File: src/rtl/csa_add_scheduler.sv
// Round-robin scheduler sharing one 4-bit carry-skip adder slice between two requesters.
// Wide operands are summed one nibble per cycle, LSB nibble first, with a registered ripple carry.

module Carry_skip_adder (
    output logic [3:0] sum_o,
    output logic       carry_o,
    input  logic [3:0] a_i,
    input  logic [3:0] b_i,
    input  logic       cin_i
);
    logic [3:0] p;
    logic [3:0] g;
    logic       c1, c2, c3, c4;

    assign p  = a_i ^ b_i;
    assign g  = a_i & b_i;
    assign c1 = g[0] | (p[0] & cin_i);
    assign c2 = g[1] | (p[1] & c1);
    assign c3 = g[2] | (p[2] & c2);
    assign c4 = g[3] | (p[3] & c3);

    assign sum_o   = p ^ {c3, c2, c1, cin_i};
    // Full-propagate group lets the incoming carry bypass the ripple chain.
    assign carry_o = (&p) ? cin_i : c4;
endmodule

module csa_add_scheduler #(
    parameter int unsigned WIDTH = 16
) (
    input  logic             clk,
    input  logic             rst,
    input  logic             req0_i,
    input  logic             req1_i,
    input  logic [WIDTH-1:0] a0_i,
    input  logic [WIDTH-1:0] b0_i,
    input  logic [WIDTH-1:0] a1_i,
    input  logic [WIDTH-1:0] b1_i,
    input  logic             cin0_i,
    input  logic             cin1_i,
    output logic             gnt0_o,
    output logic             gnt1_o,
    output logic             busy_o,
    output logic             done_o,
    output logic             done_id_o,
    output logic [WIDTH-1:0] sum_o,
    output logic             cout_o,
    output logic             ovf_o
);
    localparam int unsigned NSLICE = WIDTH / 4;
    localparam int unsigned IDX_W  = (NSLICE > 1) ? $clog2(NSLICE) : 1;
    localparam int unsigned MSB    = WIDTH - 1;

    typedef enum logic [1:0] {IDLE, RUN, DONE} state_e;

    state_e             state_q, state_d;
    logic [WIDTH-1:0]   a_q, a_d, b_q, b_d, res_q, res_d, sum_q, sum_d;
    logic [IDX_W-1:0]   idx_q, idx_d;
    logic               cy_q, cy_d, last_id_q, last_id_d;
    logic               gnt0_q, gnt0_d, gnt1_q, gnt1_d, busy_q, busy_d;
    logic               done_q, done_d, done_id_q, done_id_d;
    logic               cout_q, cout_d, ovf_q, ovf_d;
    logic [3:0]         s_sum;
    logic               s_carry;
    logic               pick1;

    Carry_skip_adder u_slice (
        .sum_o   (s_sum),
        .carry_o (s_carry),
        .a_i     (a_q[{idx_q, 2'b00} +: 4]),
        .b_i     (b_q[{idx_q, 2'b00} +: 4]),
        .cin_i   (cy_q)
    );

    // On a tie the requester not served last wins.
    assign pick1 = req1_i & (~req0_i | ~last_id_q);

    always_comb begin
        state_d   = state_q;
        a_d       = a_q;
        b_d       = b_q;
        res_d     = res_q;
        cy_d      = cy_q;
        idx_d     = idx_q;
        last_id_d = last_id_q;
        gnt0_d    = 1'b0;
        gnt1_d    = 1'b0;
        done_d    = 1'b0;
        busy_d    = busy_q;
        done_id_d = done_id_q;
        sum_d     = sum_q;
        cout_d    = cout_q;
        ovf_d     = ovf_q;
        case (state_q)
            IDLE: begin
                busy_d = 1'b0;
                if (req0_i || req1_i) begin
                    gnt0_d    = ~pick1;
                    gnt1_d    = pick1;
                    last_id_d = pick1;
                    a_d       = pick1 ? a1_i : a0_i;
                    b_d       = pick1 ? b1_i : b0_i;
                    cy_d      = pick1 ? cin1_i : cin0_i;
                    idx_d     = '0;
                    busy_d    = 1'b1;
                    state_d   = RUN;
                end
            end
            RUN: begin
                res_d[{idx_q, 2'b00} +: 4] = s_sum;
                cy_d  = s_carry;
                idx_d = idx_q + IDX_W'(1);
                if (idx_q == IDX_W'(NSLICE - 1)) begin
                    state_d = DONE;
                end
            end
            DONE: begin
                sum_d     = res_q;
                cout_d    = cy_q;
                ovf_d     = (a_q[MSB] == b_q[MSB]) && (res_q[MSB] != a_q[MSB]);
                done_d    = 1'b1;
                done_id_d = last_id_q;
                state_d   = IDLE;
            end
            default: state_d = IDLE;
        endcase
    end

    always_ff @(posedge clk or posedge rst) begin
        if (rst) begin
            state_q   <= IDLE;
            a_q       <= '0;
            b_q       <= '0;
            res_q     <= '0;
            cy_q      <= 1'b0;
            idx_q     <= '0;
            last_id_q <= 1'b1;
            gnt0_q    <= 1'b0;
            gnt1_q    <= 1'b0;
            busy_q    <= 1'b0;
            done_q    <= 1'b0;
            done_id_q <= 1'b0;
            sum_q     <= '0;
            cout_q    <= 1'b0;
            ovf_q     <= 1'b0;
        end else begin
            state_q   <= state_d;
            a_q       <= a_d;
            b_q       <= b_d;
            res_q     <= res_d;
            cy_q      <= cy_d;
            idx_q     <= idx_d;
            last_id_q <= last_id_d;
            gnt0_q    <= gnt0_d;
            gnt1_q    <= gnt1_d;
            busy_q    <= busy_d;
            done_q    <= done_d;
            done_id_q <= done_id_d;
            sum_q     <= sum_d;
            cout_q    <= cout_d;
            ovf_q     <= ovf_d;
        end
    end

    assign gnt0_o    = gnt0_q;
    assign gnt1_o    = gnt1_q;
    assign busy_o    = busy_q;
    assign done_o    = done_q;
    assign done_id_o = done_id_q;
    assign sum_o     = sum_q;
    assign cout_o    = cout_q;
    assign ovf_o     = ovf_q;
endmodule

File: config.mk
export PLATFORM = sky130hd
export DESIGN_NAME = csa_add_scheduler
export DESIGN_NICKNAME = d
export VERILOG_FILES = /design/src/rtl/csa_add_scheduler.sv
export SDC_FILE = /design/constraint.sdc
export NUM_CORES = 1
export LEC_CHECK = 0
export ABC_CLOCK_PERIOD_IN_PS = 3490
export CAP_MARGIN = 15
export CORE_AREA = 3 3 92 94
export DETAILED_ROUTE_END_ITERATION = 10
export DIE_AREA = 0 0 95 97
export PLACE_DENSITY = 0.79
export SYNTH_ARGS = -nofsm -noshare
export SYNTH_HDL_FRONTEND = slang
export SYNTH_SLANG_ARGS = --single-unit
File: constraint.sdc
create_clock -name clk -period 3.49 [get_ports clk]
set_input_delay 0.8725 -clock clk [delete_from_list [all_inputs] [get_ports clk]]
set_output_delay 0.8725 -clock clk [all_outputs]
set_load 0.005 [all_outputs]
==> impl_metrics.env <==
export IMPL_dp_cells=498
export IMPL_first_pass_iters=4
export IMPL_yosys_top_cells_area="dfrtp_1, mux2i_1, o21ai_0"
export IMPL_worst_slew_pin_slew_ps=786
export IMPL_num_vias=2791
export IMPL_cts_sinks=77
export IMPL_synth_flop_cell="dfrtp_1"
export IMPL_synth_avg_cell_area_um2=12.0
export IMPL_synth_seq_cells=77
export IMPL_ir_worst_vdd_uv=440
export IMPL_grtUsageMet2_pct=31.9
export IMPL_fin_skew_ps=11.9
export IMPL_clock_root_buffer="clkbuf_8"
export IMPL_antenna_found_initial=0
export IMPL_slowest_stage="mux4_2"
export IMPL_ctsResizeCount=0
export IMPL_dp_hpwl_mm=6.23
export IMPL_core_rowCount=32
export IMPL_wl_per_cell_um=15.9
export IMPL_post_cts_buffers=0
export IMPL_ys_seq_area_share_pct=50.7
export IMPL_grt_max_degree=46
export IMPL_netlist_top_cell_by_area="dfrtp_1"
export IMPL_async_reset_ff_share_pct=100
export IMPL_clk_insertion_delay_late_ps=350
export IMPL_grt_ovfl_total=0
export IMPL_final_cell_mix="clkdlybuf4s50_1, dfrtp_1, o21ai_0, mux2i_1"
export IMPL_ctsHoldBuffers=0
export IMPL_finalCritPeriodShare_pct=84.3
export IMPL_tns_ps=0
export IMPL_drc=0
export IMPL_antenna_cells=0
export IMPL_swShare_pct=38.2
export IMPL_yosysTopAreaCellShare_pct=50.0
export IMPL_grt_pass1_vias=2970
export IMPL_switchingPower_mw=1.61
export IMPL_clockPowerShare_pct=17.6
export IMPL_worst_setup_path_start_kind="flop"
export IMPL_fp_coreArea_um2=7730
export IMPL_grtUsageTotal_pct=19.4
export IMPL_cp_cell_sequence="mux4_2 -> fa_1 -> inv_1 -> fa_1 -> fa_1 -> inv_1 -> fa_1 -> nand2b_1 -> o31ai_1"
export IMPL_die_area_um2=9220
export IMPL_critPathMaxStageDelay_ps=590
export IMPL_htreeDepth=3
export IMPL_combPwrFrac_pct=46.0
export IMPL_seqPwrFrac_pct=36.3
export IMPL_slew_viol_final=0
export IMPL_wirelength_mm=8.19
export IMPL_clock_path_buffers=2
export IMPL_finalSetupViolations=0
export IMPL_portBuffers=92
export IMPL_synthesis_area_um2=3800
export IMPL_pin_count=93
export IMPL_p_int_mw=2.61
export IMPL_crit_arrival_ps=3190
export IMPL_rsz0062_at_grt="false"
export IMPL_gr_usage_met3_pct=3.73
export IMPL_pwr_density_cell_nw_per_um2=839
export IMPL_setup_worst_path_end_class="flop"
export IMPL_required_ps=3740
export IMPL_maxCapViolations=0
export IMPL_synthCells=316
export IMPL_die_h_um=97
export IMPL_ys_types=42
export IMPL_cts_buffers_inserted=9
export IMPL_syn_to_final_growth_pct=32.6
export IMPL_start_util_pct=49.2
export IMPL_globalplace_congestion=0.836
export IMPL_finalHoldViolations=0
export IMPL_hold_depth=2
export IMPL_cp_max_fo=7
export IMPL_grt_pass1_wl_mm=14.2
export IMPL_tritoncts="done"
export IMPL_busiest_layer="met2"
export IMPL_r2r_cells=9
export IMPL_syn_nets=399
export IMPL_critPathMostFrequentCell="fa_1"
export IMPL_drive_gt1_share_pct=15.3
export IMPL_avgViaCountPerCell=5.43
export IMPL_p_leak_nw=2.18
export IMPL_mostFrequentLayoutCell="clkdlybuf4s50_1"
export IMPL_hp_class="flop to flop"
export IMPL_drt_iter0_drc=134
export IMPL_status="complete, no violations"
export IMPL_use_met1_pct=25.2
export IMPL_synth_edf_count=0
export IMPL_ant_nets=0
export IMPL_worstSetupPathType="flop to flop"
export IMPL_hold_ws_ps=484
export IMPL_fin_nets=490
export IMPL_layout_cells_non_filler=514
export IMPL_timing_fmax_mhz=340
export IMPL_clkTransAtPathRegs_ps=80
export IMPL_yosysWarnings=0
export IMPL_die_w_um=95
export IMPL_fin_crit_ps=2940
export IMPL_relSlewSlack_pct=47.6
## cells by family after synthesis
logic type / after synthesis / synth area share (%)
muxes: 58 / 18.5
AOI/OAI and AO/OA: 94 / 14.5
buffers and inverters: 32 / 4.77
DFF: 77 / 50.7
adders and majority gates: 13 / 5.07
and+or+nand+nor: 42 / 6.39
## Yosys cell counts (2+ instances only)
master	number
fa_1	4
nand2b_1	5
clkbuf_2	2
dfrtp_1	76
nand3b_1	4
and2_1	2
nand2_1	18
o41ai_1	6
o21ai_2	2
mux2_2	18
o31ai_1	7
o21ai_0	54
ha_1	9
a31oi_1	3
nor2_1	4
mux4_2	8
a22o_1	2
o21ai_1	13
buf_2	5
buf_4	2
inv_1	11
clkbuf_1	5
buf_6	6
mux2i_1	32
## final timing paths
kind / startpoint / end / slack, ps
setup / recovery: idx_q[0] / res_q[7] / 550
hold reg to reg: res_q[9] / res_q[9] / 480
setup reg to reg: idx_q[0] / res_q[7] / 550
hold / removal: res_q[9] / res_q[9] / 480
min in group asynchronous: rst / a_q[6] / 940
max in group asynchronous: rst / last_id_q / 1850
## layer usage
layer / vias to the layer above / wire (um) / share of wire [%]
li1: 1325 / - / -
met1: 1366 / 3310 / 40
met2: 83 / 4310 / 53
met4: 0 / 172 / 2.1
met3: 17 / 388 / 4.7
met5: - / 0 / 0
## per-stage QoR
stage / utilization, % / setup WS [ps] / instance area [um^2] / total power, mW
floorplan: - / 490 / 3800 / 2.81
global placement: 62.3 / 619 / 4810 / 3.42
detailed placement: 62.3 / 579 / 4810 / 3.50
CTS: 65.2 / 563 / 5040 / 4.26
global route: 65.2 / 303 / 5040 / 4.58
finish: 65.2 / 549 / 5040 / 4.23
## power by group through the flow
stage               logic, mW  clock network (mW)  registers (mW)
floorplan                1.38                   0            1.44
global placement         1.88                   0            1.54
detailed placement       1.94                   0            1.56
CTS                      1.96               0.757            1.54
global route             2.20               0.790            1.59
finish                   1.94               0.746            1.54
## critical path, delay by kind of cell, from the launching register on
kind / cells / cell delay (ps)
AOI/OAI and AO/OA: 1 / 230
adders and majority gates: 4 / 1260
buffers and inverters: 2 / 130
DFF: 1 / 540
muxes: 1 / 590
and+or+nand+nor: 1 / 90
## flip-flops by register name, indices dropped and copies added, names as in the netlist
| name | count |
|---|---|
| sum_o | 16 |
| gnt0_o | 1 |
| done_o | 1 |
| last_id_q | 1 |
| cout_o | 1 |
| gnt1_o | 1 |
| state_q | 2 |
| ovf_o | 1 |
| a_q | 16 |
| cy_q | 1 |
| res_q | 16 |
| done_id_o | 1 |
| idx_q | 2 |
| busy_o | 1 |
| b_q | 16 |
## layout make-up
| type | count | area [um^2] |
|---|---|---|
| repair buffers | 101 | 1010 |
| well taps | 102 | 128 |
| multi-input cells | 207 | 1700 |
| clock buffers | 9 | 124 |
| inverters | 11 | 41.3 |
| fillers | 631 | 2690 |
| clock inverters | 7 | 98.8 |
| flip-flops and latches | 77 | 1930 |
Note: power is estimated with default switching activity, not from simulation.
